==> config.mk <==
export PLATFORM = sky130hd
export DESIGN_NAME = uart_in
export DESIGN_NICKNAME = d
export VERILOG_FILES = /design/src/rtl/uart_in.sv
export SDC_FILE = /design/constraint.sdc
export NUM_CORES = 1
export LEC_CHECK = 0
export CAP_MARGIN = 25
export CORE_ASPECT_RATIO = 0.75
export CORE_MARGIN = 2
export CORE_UTILIZATION = 38
export CTS_BUF_LIST = sky130_fd_sc_hd__clkbuf_4
export DETAILED_ROUTE_END_ITERATION = 16
export GPL_TIMING_DRIVEN = 1
export HOLD_SLACK_MARGIN = 0.03
export SLEW_MARGIN = 5
export SYNTH_ARGS = -nofsm -noshare
export SYNTH_HDL_FRONTEND = slang
export SYNTH_SLANG_ARGS = --single-unit
export TNS_END_PERCENT = 100
==> constraint.sdc <==
create_clock -name clk -period 2.4 [get_ports clk]
set_input_delay 0.48 -clock clk [delete_from_list [all_inputs] [get_ports clk]]
set_output_delay 0.48 -clock clk [all_outputs]
set_load 0.01 [all_outputs]
==> src/rtl/uart_in.sv <==
// ============================================================================
// Module   : uart_in
// Brief    : 8N1 serial receiver, LSB first, mid-bit sampling, framing errors.
// Revision : 1.0
// ============================================================================
`default_nettype none

module uart_in #(
    parameter int BIT_SIZE = 10415,
    parameter int HALF_BIT = BIT_SIZE / 2,
    parameter int WORDSIZE = 8
) (
    input  logic                clk,
    input  logic                rst,
    input  logic                rx,
    output logic [WORDSIZE-1:0] data_out,
    output logic                data_valid,
    output logic                frame_err,
    output logic                busy
);

    localparam logic [31:0] C_HALF_LAST = 32'(HALF_BIT - 1);
    localparam logic [31:0] C_BIT_LAST  = 32'(BIT_SIZE - 1);
    localparam logic [3:0]  C_LAST_IDX  = 4'(WORDSIZE - 1);

    typedef enum logic [2:0] {
        S_IDLE  = 3'd0,
        S_START = 3'd1,
        S_DATA  = 3'd2,
        S_STOP  = 3'd3,
        S_DONE  = 3'd4,
        S_ERR   = 3'd5,
        S_BREAK = 3'd6
    } state_t;

    state_t                r_state;
    state_t                w_next_state;
    logic                  r_sync1;
    logic                  r_sync2;
    logic [31:0]           r_cycles;
    logic [3:0]            r_bit_idx;
    logic [WORDSIZE-1:0]   r_shreg;
    logic [WORDSIZE-1:0]   r_data_out;
    logic                  w_rx_s;
    logic                  w_sample;

    assign w_rx_s = r_sync2;

    always_comb begin
        w_next_state = r_state;
        w_sample     = 1'b0;
        case (r_state)
            S_IDLE: begin
                if (!w_rx_s) w_next_state = S_START;
            end
            S_START: begin
                if (r_cycles == C_HALF_LAST) begin
                    w_sample     = 1'b1;
                    w_next_state = w_rx_s ? S_IDLE : S_DATA;
                end
            end
            S_DATA: begin
                if (r_cycles == C_BIT_LAST) begin
                    w_sample = 1'b1;
                    if (r_bit_idx == C_LAST_IDX) w_next_state = S_STOP;
                end
            end
            S_STOP: begin
                if (r_cycles == C_BIT_LAST) begin
                    w_sample     = 1'b1;
                    w_next_state = w_rx_s ? S_DONE : S_ERR;
                end
            end
            S_DONE:  w_next_state = S_IDLE;
            S_ERR:   w_next_state = S_BREAK;
            // A held-low line must go high before another start is accepted.
            S_BREAK: begin
                if (w_rx_s) w_next_state = S_IDLE;
            end
            default: w_next_state = S_IDLE;
        endcase
    end

    always_ff @(posedge clk) begin
        if (rst) begin
            r_sync1    <= 1'b1;
            r_sync2    <= 1'b1;
            r_state    <= S_IDLE;
            r_cycles   <= 32'd0;
            r_bit_idx  <= 4'd0;
            r_shreg    <= '0;
            r_data_out <= '0;
        end else begin
            r_sync1 <= rx;
            r_sync2 <= r_sync1;
            r_state <= w_next_state;

            if ((w_next_state != r_state) || w_sample) begin
                r_cycles <= 32'd0;
            end else if ((r_state == S_START) || (r_state == S_DATA) || (r_state == S_STOP)) begin
                r_cycles <= r_cycles + 32'd1;
            end

            if ((r_state == S_START) && (w_next_state == S_DATA)) begin
                r_bit_idx <= 4'd0;
            end else if ((r_state == S_DATA) && w_sample) begin
                // Shifting in from the top leaves the first bit in the LSB.
                r_shreg   <= {w_rx_s, r_shreg[WORDSIZE-1:1]};
                r_bit_idx <= r_bit_idx + 4'd1;
            end

            if ((r_state == S_STOP) && (w_next_state == S_DONE)) begin
                r_data_out <= r_shreg;
            end
        end
    end

    assign data_out   = r_data_out;
    assign data_valid = (r_state == S_DONE);
    assign frame_err  = (r_state == S_ERR);
    assign busy       = (r_state != S_IDLE);

endmodule

`default_nettype wire
==> key figures <==
Power and ir drop
  – Leak: 0.00101 µW
  – P_sw: 423 µW
  – Power share of the clock group: 39.9%
  – Cell Pwr Density: 499 nW/µm²
  – Gate power share: 4.6%
  – Sw frac: 24.5%
  – Max VDD drop: 0.000257 V
  – Internal: 1300 µW
  – Sequential power share: 55.5%

Die
  – Die ar.: 8610 µm²
  – # rows: 27
  – Core area: 7500 µm²
  – Die Y-Extent: 80.9 µm
  – Die X: 106 µm
  – I/O pins: 14
  – Initial Util: 39.9%

Worst setup path
  – CP Capture Type: register
  – Req. time, crit path: 2740 ps
  – CP startpoint kind: register
  – CP arrival: 2630 ps
  – Critical Path Fanout Max: 6
  – WS Path Type: reg2reg

Detailed routing
  – Initial DRC Count: 142
  – DRT Wirelength: 6.82 mm
  – DR DRC count: 0
  – Vias: 2576
  – Post-route ant nets: 0
  – DR pass1 iterations: 5
  – WL per Instance: 14.4 µm
  – DR vias/cell: 5.46

Timing
  – Setup TNS: 0 ps
  – Worst-margin pin slew: 700 ps
  – Fin crit period: 2300 ps
  – Final hold violation count: 0
  – Fmax: 435 MHz
  – Slew Viols, Final: 0
  – Slew headroom: 53.3%
  – RSZ-0062 raised after global routing: false
  – Final period util: 95.7%
  – Final setup vio count: 0
  – Layout Skew: 27.3 ps

Global route
  – First-pass GRT wire length: 11.3 mm
  – Vias in the first global route: 2290
  – Initial antenna violation count: 0
  – Largest net degree at the start of global routing: 23
  – Overflow left after global routing: 0
  – Total track usage: 16.9%

Clock network
  – CTS tree: done
  – Setup Buffers After CTS: 0
  – Clock sink count: 57
  – Reg clk slew, reported paths: 120 ps
  – Clock buffer depth: 2
  – Clock Root Buffer: clkbuf_4
  – Clk_lat worst skew: 410 ps
  – Num CTS Buffers: 9
  – H-tree depth reported by CTS: 3

Hold path
  – Hold/Removal Path Class: reg2reg

Synthesis
  – Mapped Nets: 349
  – Register area share after synthesis: 38.1%
  – Avg Inst Size Synth: 8.73 µm²
  – Mapped Area: 2990 µm²
  – Syn Inst Count: 343
  – Post-synthesis register bit count: 57
  – Yosys cell types: 45
  – YS warnings: 0

Cells and area
  – Inserted Diodes: 0
  – Fin nets: 372
  – Final Util: 46.0%
  – Area Growth Syn to Fin: 15.3%
  – Layout cells sized above 1: 19.7%

Run
  – MaxCap Viol Count: 0

Placed design
  – RD Place Congestion: 0.814
  – HPWL Detailed: 4.68 mm
  – # port buffers: 13

Run status
  – Outcome: complete, no violations
placed cells by master (no fill, tap or decap), drive strengths merged, types with 10 or more instances in the layout:
| master | synthesis | layout |
|---|---|---|
| dfxtp | 57 | 57 |
| nor3 | 44 | 44 |
| xnor2 | 27 | 27 |
| nand2 | 25 | 25 |
| a21oi | 25 | 25 |
| nand3 | 24 | 24 |
| o21ai | 22 | 22 |
| nor4 | 21 | 21 |
| buf | 5 | 20 |
| clkdlybuf4s50 | 0 | 13 |
| inv | 11 | 11 |
| clkbuf | 16 | 10 |
cell families after synthesis:
| group | count (synthesis) | synth area share (%) |
|---|---|---|
| buf+inv | 32 | 5.23 |
| compound gates | 63 | 12.4 |
| xor+xnor | 31 | 9.07 |
| simple gates | 157 | 33.9 |
| fa+ha+maj | 3 | 1.25 |
| flops | 57 | 38.1 |
worst paths after layout:
kind                                           startpoint                        end  slack (ps)  cells after the start
worst min-delay path                   r_sync1$_SDFF_PP1_         r_sync2$_SDFF_PP1_         420                      1
worst max-delay path            r_cycles[27]$_SDFFE_PP0P_  r_bit_idx[3]$_SDFFE_PP0P_         100                      5
worst min register to register         r_sync1$_SDFF_PP1_         r_sync2$_SDFF_PP1_         420                      1
worst max register to register  r_cycles[27]$_SDFFE_PP0P_  r_bit_idx[3]$_SDFFE_PP0P_         100                      5
layout make-up:
cell class                 instances  area [µm²]
clock buffer                      10        75.1
fill                             751        4050
inverter                          11        41.3
sequential                        57        1140
multi-input combinational        254        1710
timing repair buffer              33         297
clock inverter                     6        58.8
tap                              101         126
synth_stat cells, drive strengths merged:
master / n / area, µm²
a2111oi: 1 / 8.76
a211oi: 1 / 7.51
a21bo: 1 / 16.3
a21boi: 1 / 7.51
a21oi: 25 / 125
a311oi: 1 / 8.76
a31o: 1 / 8.76
a31oi: 2 / 12.5
a41oi: 2 / 17.5
and2: 1 / 6.26
and3: 2 / 12.5
and4: 5 / 45.0
buf: 5 / 55.1
clkbuf: 16 / 60.1
dfxtp: 57 / 1140
ha: 3 / 37.5
inv: 11 / 41.3
nand2: 25 / 93.8
nand2b: 3 / 18.8
nand3: 24 / 120
nand4: 7 / 43.8
nand4bb: 1 / 11.3
nor2: 7 / 26.3
nor2b: 1 / 6.26
nor3: 44 / 325
nor4: 21 / 176
nor4bb: 1 / 10.0
o21ai: 22 / 110
o21ba: 1 / 10.0
o21bai: 1 / 7.51
o31ai: 4 / 30.0
or2: 2 / 12.5
or3: 5 / 36.3
or3b: 2 / 17.5
or4: 4 / 33.8
or4b: 2 / 20.0
xnor2: 27 / 236
xor2: 4 / 35.0
what timing repair did:
action | 4_1_cts | 5_1_grt
pin swaps | 0 | 0
resized for setup | 1 | 5
hold buffers | 0 | 0
endpoints found under the setup margin | 1 | 5
routing by layer:
layer	vias up	wire [µm]	GRT usage (%)
li1	1306	-	-
met5	-	0	0
met1	1203	3660	24.5
met4	0	31	5.45
met2	65	2810	23.4
met3	2	319	5.54
sequential cells by signal (all words and copies together), names as in the netlist:
signal and cells:
r_sync2 1, r_cycles 32, r_sync1 1, r_state 3, r_bit_idx 4, data_out 8
r_shreg 8
per-stage QoR:
stage	total power (µW)	instance area, µm²	instances	setup WS (ps)	hold slack [ps]
3_3_place_gp	1060	3300	456	218	392
3_5_place_dp	1060	3300	456	170	393
5_1_grt	1800	3450	472	14.1	436
6_report	1720	3450	472	104	417
2_1_floorplan	1040	2990	343	200	389
4_1_cts	1750	3440	472	1.24	419
power by group through the flow:
stage,Sequential [µW],Clock [µW],Combinational [µW]
after floorplan,975,0,62.2
after global placement,977,0,79.7
after detailed placement,978,0,79.2
after CTS,956,718,79.2
after global routing,958,759,86.7
final,956,688,79.1
critical path, stage by stage, from the launching register on:
cell and delay (ps):
dfxtp_1 370, nor4_1 520, and4_2 400, nand4_1 220, or4_1 550, a21oi_1 160
Note: power is estimated with default switching activity, not from simulation.
==> variant (same settings) <==
`WORDSIZE`: 8 -> 16.
--- a/src/rtl/uart_in.sv
+++ b/src/rtl/uart_in.sv
@@ -10,3 +10,3 @@
     parameter int HALF_BIT = BIT_SIZE / 2,
-    parameter int WORDSIZE = 8
+    parameter int WORDSIZE = 16
 ) (
Interface: changed (resized data_out); port bits go from 14 to 22. The function was not compared with the original's and may differ.
==> variant against the original RTL <==
  * Worst setup slack better by 18 ps
  * Cell area rose by 8.8%
  * Largest cell class unchanged
  * Critical endpoint is now frame_err
  * Register-to-register slack improved by 220 ps
  * Critical path depth down 2
  * Area after synthesis is 8.6% higher
  * Sequential power increased by 30%
  * Final cell count rose by 12%
  * Largest power group unchanged
  * Routed wire length fell by 3.3%
  * Power is 28% higher
  * Sequential cell count increased by 16
  * Clock skew shrank 14 ps
==> variant: results (changes against the original RTL) <==
{
  "power.sequential.total": {"value": 0.00124, "unit": "W", "change": "+30%"},
  "layout.sequential_cells": {"value": 73, "change": "+28%"},
  "total_leakage_power": {"value": 1.256, "unit": "nW", "change": "+24%"},
  "crit_path_top_delay_cell": "clkdlybuf4s50_1",
  "pwr-share-comb": {"value": 4.1, "unit": "%", "change": "-0.5 points"},
  "fin_cells": {"value": 528, "change": "+12%"},
  "total_length_of_routed_met2_wires": {"value": 2590, "unit": "um", "change": "-7.9%"},
  "tightest_slew": {"value": 469.2, "unit": "ps", "change": "-230.6 ps"},
  "routed_length_on_met1": {"value": 3686, "unit": "um", "change": "+0.82%"},
  "globalRouteMet1Util": {"value": 22.06, "unit": "%", "change": "-2.4 points"},
  "syn_nets": {"value": 399, "change": "+14%"},
  "buffer_ports.inserted": {"value": 21, "change": "+8"},
  "post_route_cells_drive_above_1_share": {"value": 10.71, "unit": "%", "change": "-9.0 points"},
  "synth_commonest_cells": "nand2_1 (82), dfxtp_1 (73), nor2_1 (50)",
  "status": "completed",
  "finish.net_count": {"value": 421, "change": "+13%"},
  "multi_input_comb_area": {"value": 1663, "unit": "um2", "change": "-2.7%"},
  "comb.multi_input.count": {"value": 296, "change": "+17%"},
  "layout.filler_cells": {"value": 856, "change": "+14%"},
  "synthCells": {"value": 393, "change": "+15%"},
  "grt_max_degree": {"value": 39, "change": "+70%"},
  "synth_seq_area_share": {"value": 44.96, "unit": "%", "change": "+6.8 points"},
  "nonClockInverterCount": {"value": 3, "change": "-8"},
  "yosys-top-cells-area": "dfxtp_1 (45%), nand2_1 (9.5%), a21oi_1 (5.9%), nor2_1 (5.8%), xor2_1 (4.8%)",
  "nonClkBufAreaFrac": {"value": 8.464, "unit": "%", "change": "-0.13 points"},
  "final.clkbuf_count": {"value": 11, "change": "+1"},
  "global_route.usage.met2": {"value": 20.80, "unit": "%", "change": "-2.6 points"},
  "grt_pass1_wl": {"value": 11510, "unit": "um", "change": "+2.0%"},
  "grtUsageMet3": {"value": 5.447, "unit": "%", "change": "-0.091 points"},
  "grtUsageTotal": {"value": 15.12, "unit": "%", "change": "-1.7 points"},
  "ff_latch_area": {"value": 1465, "unit": "um2", "change": "+28%"},
  "skew": {"value": 13.61, "unit": "ps", "change": "-13.69 ps"},
  "cp_slowest_stage_delay": {"value": 570, "unit": "ps", "change": "+20 ps"},
  "switching_power": {"value": 0.0004938, "unit": "W", "change": "+17%"},
  "max-vdd-ir-drop": {"value": 0.3030, "unit": "mV", "change": "+18%"},
  "pre_repair_dr_iteration_count": {"value": 4, "change": "-1"},
  "vias_per_cell": {"value": 4.930, "change": "-9.7%"},
  "place_hpwl": {"value": 4544, "unit": "um", "change": "-2.9%"},
  "met3RoutedLength": {"value": 238, "unit": "um", "change": "-25%"}
}
-- variant: changes by cell type in the layout (fill, tap and decap cells not counted), sizes merged, moves of 12 or more --
cell / unedited run / this run
nor4: 21 / 8
a21oi: 25 / 38
xnor2: 27 / 15
nor2: 7 / 51
o21ai: 22 / 1
dfxtp: 57 / 73
xor2: 4 / 18
nand2: 25 / 82
nor3: 44 / 4
-- variant: per-stage QoR --
stage	utilization, %	worst slack (ps)	instance area [um2]	total power [W]	hold slack [ps]
6_report	44.80	121.6	3755	0.002198	427.5
4_1_cts	44.75	4.788	3751	0.002233	431.7
3_3_place_gp	42.78	352.3	3586	0.001350	397.7
5_1_grt	44.80	17.75	3755	0.002297	441.7
2_1_floorplan	-	648.8	3251	0.001325	389.5
3_5_place_dp	42.78	331.2	3586	0.001352	398.7
-- variant: worst paths after layout --
path / startpoint / endpoint / slack [ps] / depth (start not counted)
max: r_state[1]$_SDFF_PP0_ / frame_err / 120 / 3
min: r_sync1$_SDFF_PP1_ / r_sync2$_SDFF_PP1_ / 430 / 1
max reg2reg: r_cycles[0]$_SDFFE_PP0P_ / r_cycles[1]$_SDFFE_PP0P_ / 320 / 9
min reg2reg: r_sync1$_SDFF_PP1_ / r_sync2$_SDFF_PP1_ / 430 / 1
-- variant: timing repair --
| item | in CTS | in global routing |
|---|---|---|
| endpoints found under the setup margin | 1 | 2 |
| resized for setup | 1 | 3 |
| pin swaps | 0 | 0 |
-- variant: cells by family after synthesis --
group	after synthesis	synth area share, %
simple gates	210	32.49
flops	73	44.96
compound gates	50	8.545
xor+xnor	33	8.892
buf+inv	24	3.964
fa+ha+maj	3	1.155
